`src/rtl/router_pkg.sv`:
```
// Shared types and constants for the 1x3 router control path.
// The state encoding, port decode helper and Moore output decode live here.
package router_pkg;

    localparam int          ADDR_W       = 2;
    localparam int          NUM_PORTS    = 3;
    localparam logic [1:0]  ADDR_INVALID = 2'd3;

    typedef enum logic [2:0] {
        DECODE_ADDRESS     = 3'd0,
        WAIT_TILL_EMPTY    = 3'd1,
        LOAD_FIRST_DATA    = 3'd2,
        LOAD_DATA          = 3'd3,
        FIFO_FULL_STATE    = 3'd4,
        LOAD_AFTER_FULL    = 3'd5,
        LOAD_PARITY        = 3'd6,
        CHECK_PARITY_ERROR = 3'd7
    } state_t;

    typedef struct packed {
        logic detect_add;
        logic lfd_state;
        logic ld_state;
        logic laf_state;
        logic full_state;
        logic rst_int_reg;
        logic write_enb_reg;
        logic busy;
    } fsm_out_t;

    // Per-port flag lookup; the invalid address selects no port.
    function automatic logic port_bit(input logic [NUM_PORTS-1:0] vec,
                                      input logic [ADDR_W-1:0]    addr);
        logic bit_v;
        if (addr == ADDR_INVALID) begin
            bit_v = 1'b0;
        end else begin
            bit_v = vec[addr];
        end
        return bit_v;
    endfunction

    // Moore output decode of a state.
    function automatic fsm_out_t decode_state(input state_t s);
        fsm_out_t o;
        o               = '0;
        o.detect_add    = (s == DECODE_ADDRESS);
        o.lfd_state     = (s == LOAD_FIRST_DATA);
        o.ld_state      = (s == LOAD_DATA);
        o.laf_state     = (s == LOAD_AFTER_FULL);
        o.full_state    = (s == FIFO_FULL_STATE);
        o.rst_int_reg   = (s == CHECK_PARITY_ERROR);
        o.write_enb_reg = (s == LOAD_DATA) || (s == LOAD_PARITY) || (s == LOAD_AFTER_FULL);
        o.busy          = !((s == DECODE_ADDRESS) || (s == LOAD_DATA));
        return o;
    endfunction

endpackage

```
`src/rtl/router_fsm.sv`:
```
// Control FSM for the 1x3 router: decodes the header destination, sequences the
// packet register stage and gates writes into the selected output FIFO.
module router_fsm
    import router_pkg::*;
(
    input  logic                 clk,
    input  logic                 resetn,
    input  logic                 pkt_valid,
    input  logic [ADDR_W-1:0]    data_in,
    input  logic                 fifo_full,
    input  logic [NUM_PORTS-1:0] fifo_empty,
    input  logic [NUM_PORTS-1:0] soft_reset,
    input  logic                 parity_done,
    input  logic                 low_pkt_valid,
    output logic                 detect_add,
    output logic                 lfd_state,
    output logic                 ld_state,
    output logic                 laf_state,
    output logic                 full_state,
    output logic                 rst_int_reg,
    output logic                 write_enb_reg,
    output logic                 busy
);

    state_t              state_r;
    state_t              next_state_s;
    logic [ADDR_W-1:0]   addr_r;
    fsm_out_t            out_r;

    // Next-state logic; a timeout on the selected FIFO overrides normal flow outside DA.
    always_comb begin
        next_state_s = DECODE_ADDRESS;
        if ((state_r != DECODE_ADDRESS) && port_bit(soft_reset, addr_r)) begin
            next_state_s = DECODE_ADDRESS;
        end else begin
            case (state_r)
                DECODE_ADDRESS: begin
                    if (pkt_valid && (data_in != ADDR_INVALID)) begin
                        if (port_bit(fifo_empty, data_in)) begin
                            next_state_s = LOAD_FIRST_DATA;
                        end else begin
                            next_state_s = WAIT_TILL_EMPTY;
                        end
                    end else begin
                        next_state_s = DECODE_ADDRESS;
                    end
                end
                WAIT_TILL_EMPTY: begin
                    if (port_bit(fifo_empty, addr_r)) begin
                        next_state_s = LOAD_FIRST_DATA;
                    end else begin
                        next_state_s = WAIT_TILL_EMPTY;
                    end
                end
                LOAD_FIRST_DATA: next_state_s = LOAD_DATA;
                LOAD_DATA: begin
                    if (fifo_full) begin
                        next_state_s = FIFO_FULL_STATE;
                    end else if (!pkt_valid) begin
                        next_state_s = LOAD_PARITY;
                    end else begin
                        next_state_s = LOAD_DATA;
                    end
                end
                FIFO_FULL_STATE: begin
                    if (!fifo_full) begin
                        next_state_s = LOAD_AFTER_FULL;
                    end else begin
                        next_state_s = FIFO_FULL_STATE;
                    end
                end
                LOAD_AFTER_FULL: begin
                    if (parity_done) begin
                        next_state_s = DECODE_ADDRESS;
                    end else if (low_pkt_valid) begin
                        next_state_s = LOAD_PARITY;
                    end else begin
                        next_state_s = LOAD_DATA;
                    end
                end
                LOAD_PARITY: next_state_s = CHECK_PARITY_ERROR;
                CHECK_PARITY_ERROR: begin
                    if (fifo_full) begin
                        next_state_s = FIFO_FULL_STATE;
                    end else begin
                        next_state_s = DECODE_ADDRESS;
                    end
                end
                default: next_state_s = DECODE_ADDRESS;
            endcase
        end
    end

    // State and destination registers.
    always_ff @(posedge clk) begin
        if (!resetn) begin
            state_r <= DECODE_ADDRESS;
            addr_r  <= 2'd0;
        end else begin
            state_r <= next_state_s;
            if ((state_r == DECODE_ADDRESS) && pkt_valid) begin
                addr_r <= data_in;
            end else begin
                addr_r <= addr_r;
            end
        end
    end

    // Outputs are registered from the next-state decode so they equal the decode of state_r.
    always_ff @(posedge clk) begin
        if (!resetn) begin
            out_r <= decode_state(DECODE_ADDRESS);
        end else begin
            out_r <= decode_state(next_state_s);
        end
    end

    assign detect_add    = out_r.detect_add;
    assign lfd_state     = out_r.lfd_state;
    assign ld_state      = out_r.ld_state;
    assign laf_state     = out_r.laf_state;
    assign full_state    = out_r.full_state;
    assign rst_int_reg   = out_r.rst_int_reg;
    assign write_enb_reg = out_r.write_enb_reg;
    assign busy          = out_r.busy;

endmodule

```
`config.mk`:
```
export PLATFORM = sky130hd
export DESIGN_NAME = router_fsm
export DESIGN_NICKNAME = d
export VERILOG_FILES = /design/src/rtl/router_pkg.sv /design/src/rtl/router_fsm.sv
export SDC_FILE = /design/constraint.sdc
export NUM_CORES = 1
export LEC_CHECK = 0
export ABC_AREA = 0
export BUFFER_PORTS_ARGS = -buffer_cell sky130_fd_sc_hd__buf_2
export CORE_MARGIN = 3
export CORE_UTILIZATION = 30
export CTS_CLUSTER_SIZE = 40
export DETAILED_ROUTE_END_ITERATION = 8
export PLACE_DENSITY_LB_ADDON = 0.08
export SLEW_MARGIN = 40
export SYNTH_ARGS = -nofsm -noshare
export SYNTH_HDL_FRONTEND = slang
export SYNTH_SLANG_ARGS = --single-unit
```
`constraint.sdc`:
```
create_clock -name clk -period 1.8 [get_ports clk]
set_clock_uncertainty 0.05 [all_clocks]
set_input_delay 0.09 -clock clk [delete_from_list [all_inputs] [get_ports clk]]
set_output_delay 0.09 -clock clk [all_outputs]
set_load 0.1 [all_outputs]
```
==> results.cfg, run 1 <==
[timing]
hold_ws_ns = 0.0215
max-slew-margin-rel_pct = 67.2
maxSlewViolCount = 0
fin_tns_setup_ns = 0
hold_viol = 0
post-route-period-util_pct = 94.2
setup_viol = 0
rsz0062_at_grt = true
tightest_slew_ns = 0.489
fin_crit_ns = 1.70
setup_ws_ns = 0.104
max_freq_ghz = 0.590

[synth]
syn_avg_cell_area_um2 = 8.76
ys_ff_latch = 13
yosysSeqAreaShare_pct = 33.0
ys_async_sr_fraction_pct = 0
netlist_instances = 90
synth_nets = 104
synth_area_um2 = 788
synth_ff_type = dfxtp_1
synth_cell_types = 39
yosys_warnings = 0
synth_edf_count = 0

[global_route]
grt_overflow = 0
grt_pass1_vias = 723
grtUsageTotal_pct = 11.8
grt_start_max_net_pins = 12
antenna_found_initial = 0
grt_pass1_wl_um = 3080

[placement]
io_buffers = 21
place_ws_ns = 0.0509
gp_congestion = 0.746
dpl_cell_area_um2 = 936
dp_hpwl_um = 1410

[drt]
drtIter0Drc = 13
postRouteAntennaNets = 0
routedWlPerCell_um = 12.1
num_vias = 751
drc = 0
drt_wl_total_um = 1770
drtPass1Iterations = 2
viasPerCell = 5.14

[final_layout]
layout-drive-gt1-share_pct = 37.3
final_util_pct = 42.2
stdcell_area_um2 = 988
largestRegisters = state_r x3, addr_r x2
syn_to_final_growth_pct = 25.4
nets = 133
top_register = state_r
antenna_cells = 0
largest_reg_flops = 3

[worst_setup_path]
reg2reg_slack_ns = 0.10
cp.required_ns = 1.95
cp-start-kind = flip-flop
end_kind = flip-flop
critPathMaxFanout = 7
worst-setup-path-type = reg2reg
critPathArrivalTime_ns = 1.85

[clock_tree]
clkTransAtPathRegs_ns = 0.07
cts_root_buffer = clkbuf_4
cts_tree = built
cts_inserted_buffers = 3
cts_sinks = 13
cts_buffer_depth = 2
clk_latency_ns = 0.27
htreeDepth = 1

[die]
die_height_um = 57.3
die_area_mm2 = 0.00328
start_util_pct = 33.7
die_x_um = 57.3
row_count = 17
core_mm2 = 0.00234
pin_count = 22

[power]
p_leak_nw = 0.410
power_density_mw_per_mm2 = 935
peakVddDrop_uv = 553

[status]
status = complete, no violations

[run]
maxCapViolCount = 0

[worst_hold_path]
hold_class = in2reg
## synthesized netlist by cell type (all sizes together) (2+ instances only)
cell type / count / area [µm²]
buf: 2 / 15.0
nor2b: 2 / 12.5
nor2: 8 / 30.0
o211ai: 2 / 28.8
nand3b: 4 / 30.0
a21oi: 5 / 28.8
mux2i: 3 / 30.0
or2: 3 / 18.8
nand3: 3 / 27.5
nand2: 7 / 26.3
o21ai: 10 / 61.3
inv: 6 / 22.5
nor3b: 2 / 15.0
dfxtp: 13 / 260
nand2b: 4 / 25.0
nor3: 2 / 15.0
## path summary, 6_finish.rpt
kind                                from                        to  cells after the start
setup / recovery  addr_r[0]$_SDFFE_PN0P_  write_enb_reg$_SDFF_PN0_                      6
hold / removal                    resetn     detect_add$_SDFF_PN1_                      2
setup reg to reg  addr_r[0]$_SDFFE_PN0P_  write_enb_reg$_SDFF_PN0_                      6
hold reg to reg   addr_r[0]$_SDFFE_PN0P_    addr_r[0]$_SDFFE_PN0P_                      2
## where the power goes
part	internal (W)	switching, W	leakage (nW)
Combinational	0.000127	0.000286	0.288
Clock	0.0000857	0.0000857	0.0150
Sequential	0.000318	0.0000220	0.107
Total	0.000531	0.000394	0.410
## layer usage
metal	GRT usage, %	part of all wire (%)
met5	0	0
met4	1.99	0.40
met3	5.20	5.7
met2	19.2	48
met1	14.6	46
## through the flow
step                instances  power [W]
floorplan                  90   0.000664
global placement          140   0.000744
detailed placement        140   0.000743
CTS                       144   0.000921
global route              146   0.000985
finish                    146   0.000924
## critical path, cell delays in order, from the launching register on
cell	delay (ns)
dfxtp_2	0.38
mux2i_1	0.22
o21ai_2	0.11
o311ai_4	0.33
nand3_4	0.15
or2_0	0.24
a31oi_1	0.14
## logic make-up after synthesis
logic type | share of synthesized area, %
and+or+nand+nor | 32.7
AOI/OAI and AO/OA | 25.7
DFF | 33.0
buffers and inverters | 4.76
muxes | 3.81
## timing repair
action | in CTS | in global routing
resized for setup | 0 | 4
hold buffers | 0 | 0
buffers inserted | 0 | 2
endpoints found under the setup margin | 0 | 4
endpoints found under the hold margin | 0 | 0
## final cells by class
| cell class | count | area, µm² |
|---|---|---|
| Sequential cell | 13 | 264 |
| Multi-Input combinational cell | 69 | 498 |
| Inverter | 6 | 22.5 |
| Clock buffer | 4 | 26.3 |
| Tap cell | 28 | 35.0 |
| Timing Repair Buffer | 26 | 143 |
| Fill cell | 253 | 1350 |
## layout by cell type, fill, tap and decap left out, types with 3 or more instances in the layout
cell type / netlist / final
nand3b_1: 4 / 4
mux2i_1: 3 / 3
buf_4: 2 / 5
clkbuf_4: 0 / 3
nand2b_1: 4 / 4
inv_1: 5 / 5
nor2_1: 8 / 8
o21ai_0: 3 / 3
buf_2: 0 / 21
o21ai_1: 4 / 4
dfxtp_2: 0 / 3
a21oi_1: 4 / 4
nand2_1: 7 / 7
dfxtp_1: 13 / 10
No activity file was read; power rests on OpenSTA's default activity.
==> run 2, diff against run 1 <==
--- a/config.mk
+++ b/config.mk
@@ -10,4 +10,5 @@
 export CORE_MARGIN = 3
 export CORE_UTILIZATION = 30
+export CTS_BUF_LIST = sky130_fd_sc_hd__clkbuf_16
 export CTS_CLUSTER_SIZE = 40
 export DETAILED_ROUTE_END_ITERATION = 8
--- a/constraint.sdc
+++ b/constraint.sdc
@@ -3,3 +3,3 @@
 set_input_delay 0.09 -clock clk [delete_from_list [all_inputs] [get_ports clk]]
 set_output_delay 0.09 -clock clk [all_outputs]
-set_load 0.1 [all_outputs]
+set_load 0.05 [all_outputs]
==> results.cfg, run 2 (synthesized netlist as in run 1, its figures left out) <==
[clock_tree]
cts_buffer_depth = 2
clk_latency_ns = 0.24
cts_hold_buf = 0
cts_root_buffer = clkbuf_16
clkTransAtPathRegs_ns = 0.04
cts_tree = built
cts_inserted_buffers = 3
htreeDepth = 1
cts_sinks = 13

[global_route]
grt_overflow = 0
grt_pass1_vias = 726
grt_start_max_net_pins = 12
grtUsageTotal_pct = 12.1
met1_usage_pct = 14.7
gr-usage-met2_pct = 19.1
grt-busiest-layer = met2
met3_usage_pct = 5.20
grt_pass1_wl_um = 3100
antenna_found_initial = 0

[final_layout]
nets = 133
antenna_cells = 0
final_common_cell = buf_2
syn_to_final_growth_pct = 32.7
mostFrequentLayoutCells = 21 x buf_2, 11 x dfxtp_1, 8 x nor2_1
top_register = state_r
largestRegisters = state_r x3, addr_r x2
layout-drive-gt1-share_pct = 37.3
largest_reg_flops = 3

[timing]
rsz0062_at_grt = true
fin_tns_setup_ns = 0
tightest_slew_ns = 0.381
fin_crit_ns = 1.71
maxSlewViolCount = 0
max_freq_ghz = 0.586
max-slew-margin-rel_pct = 74.4
post-route-period-util_pct = 94.9
setup_viol = 0
hold_viol = 0

[power]
peakVddDrop_uv = 750
finalPower_w = 0.00108
p_leak_nw = 0.437
power_density_mw_per_mm2 = 1040

[die]
start_util_pct = 33.7
die_height_um = 57.3
core_mm2 = 0.00234
die_area_mm2 = 0.00328
row_count = 17
pin_count = 22
die_x_um = 57.3

[placement]
gp_congestion = 0.746
io_buffers = 21
dp_hpwl_um = 1410

[worst_setup_path]
crit_slowest_cell = dfxtp_1
cp.required_ns = 1.87
crit_chain = inv_2 > or3_4 > o211ai_4 > nand2b_1 > o21ai_1
critPathArrivalTime_ns = 1.78
critPathMaxFanout = 9
cp-start-kind = flip-flop
worst-setup-path-type = reg2reg
cp_slowest_stage_delay_ns = 0.49
end_kind = flip-flop
critPathTopFamily = simple AND/OR/NAND/NOR gates
crit_buf_inv = 1
reg2reg_slack_ns = 0.09

[status]
status = complete, no violations

[drt]
postRouteAntennaNets = 0
drtIter0Drc = 10
drtPass1Iterations = 2
drt_wl_total_um = 1770
viasPerCell = 5.08
routedWlPerCell_um = 12.2
num_vias = 742
drc = 0

[worst_hold_path]
hold_class = in2reg

[run]
maxCapViolCount = 0
==> run 2: cell count changes in the layout (fill, tap and decap cells not counted), sizes merged <==
cell,previous run,this run
clkbuf,4,3
inv,6,7
==> run 2: report_power, final <==
group,internal [W],total [W],switching [W]
clock network,0.000292,0.000402,0.000110
logic,0.000125,0.000340,0.000215
registers,0.000319,0.000342,0.0000228
==> run 2: final timing paths <==
path / from / to / cells past startpoint
setup / recovery: state_r[0]$_SDFF_PN0_ / detect_add$_SDFF_PN1_ / 5
hold / removal: resetn / detect_add$_SDFF_PN1_ / 2
setup reg to reg: state_r[0]$_SDFF_PN0_ / detect_add$_SDFF_PN1_ / 5
hold reg to reg: addr_r[0]$_SDFFE_PN0P_ / addr_r[0]$_SDFFE_PN0P_ / 2
==> run 2: routing by layer <==
metal | vias up | routed length (µm)
met5 | - | 0
met4 | 0 | 12
met3 | 2 | 100
met2 | 12 | 832
met1 | 348 | 828
li1 | 380 | -
==> run 2: final cells by class <==
cell class,instances,area [µm²]
multi-input combinational,69,504
sequential,13,263
clock inverter,1,3.75
clock buffer,3,75.1
timing repair buffer,26,143
fill,246,1290
inverter,6,22.5
tap,28,35.0
==> run 2: stage by stage <==
step           setup WS (ns)  util [%]  cell area (µm²)  hold slack (ns)  std cells
2_1_floorplan          0.212         -              788            0.120         90
6_report              0.0924      44.7             1050           0.0571        146
4_1_cts               0.0296      43.4             1010           0.0586        144
3_3_place_gp          0.0838      40.0              936            0.299        140
3_5_place_dp          0.0509      40.0              936            0.303        140
5_1_grt              -0.0190      44.7             1050           0.0756        146
==> run 2: timing repair <==
item / 4_1_cts / 5_1_grt
resized for setup: 0 / 4
setup endpoints to repair: 0 / 4
buffers inserted: 0 / 2
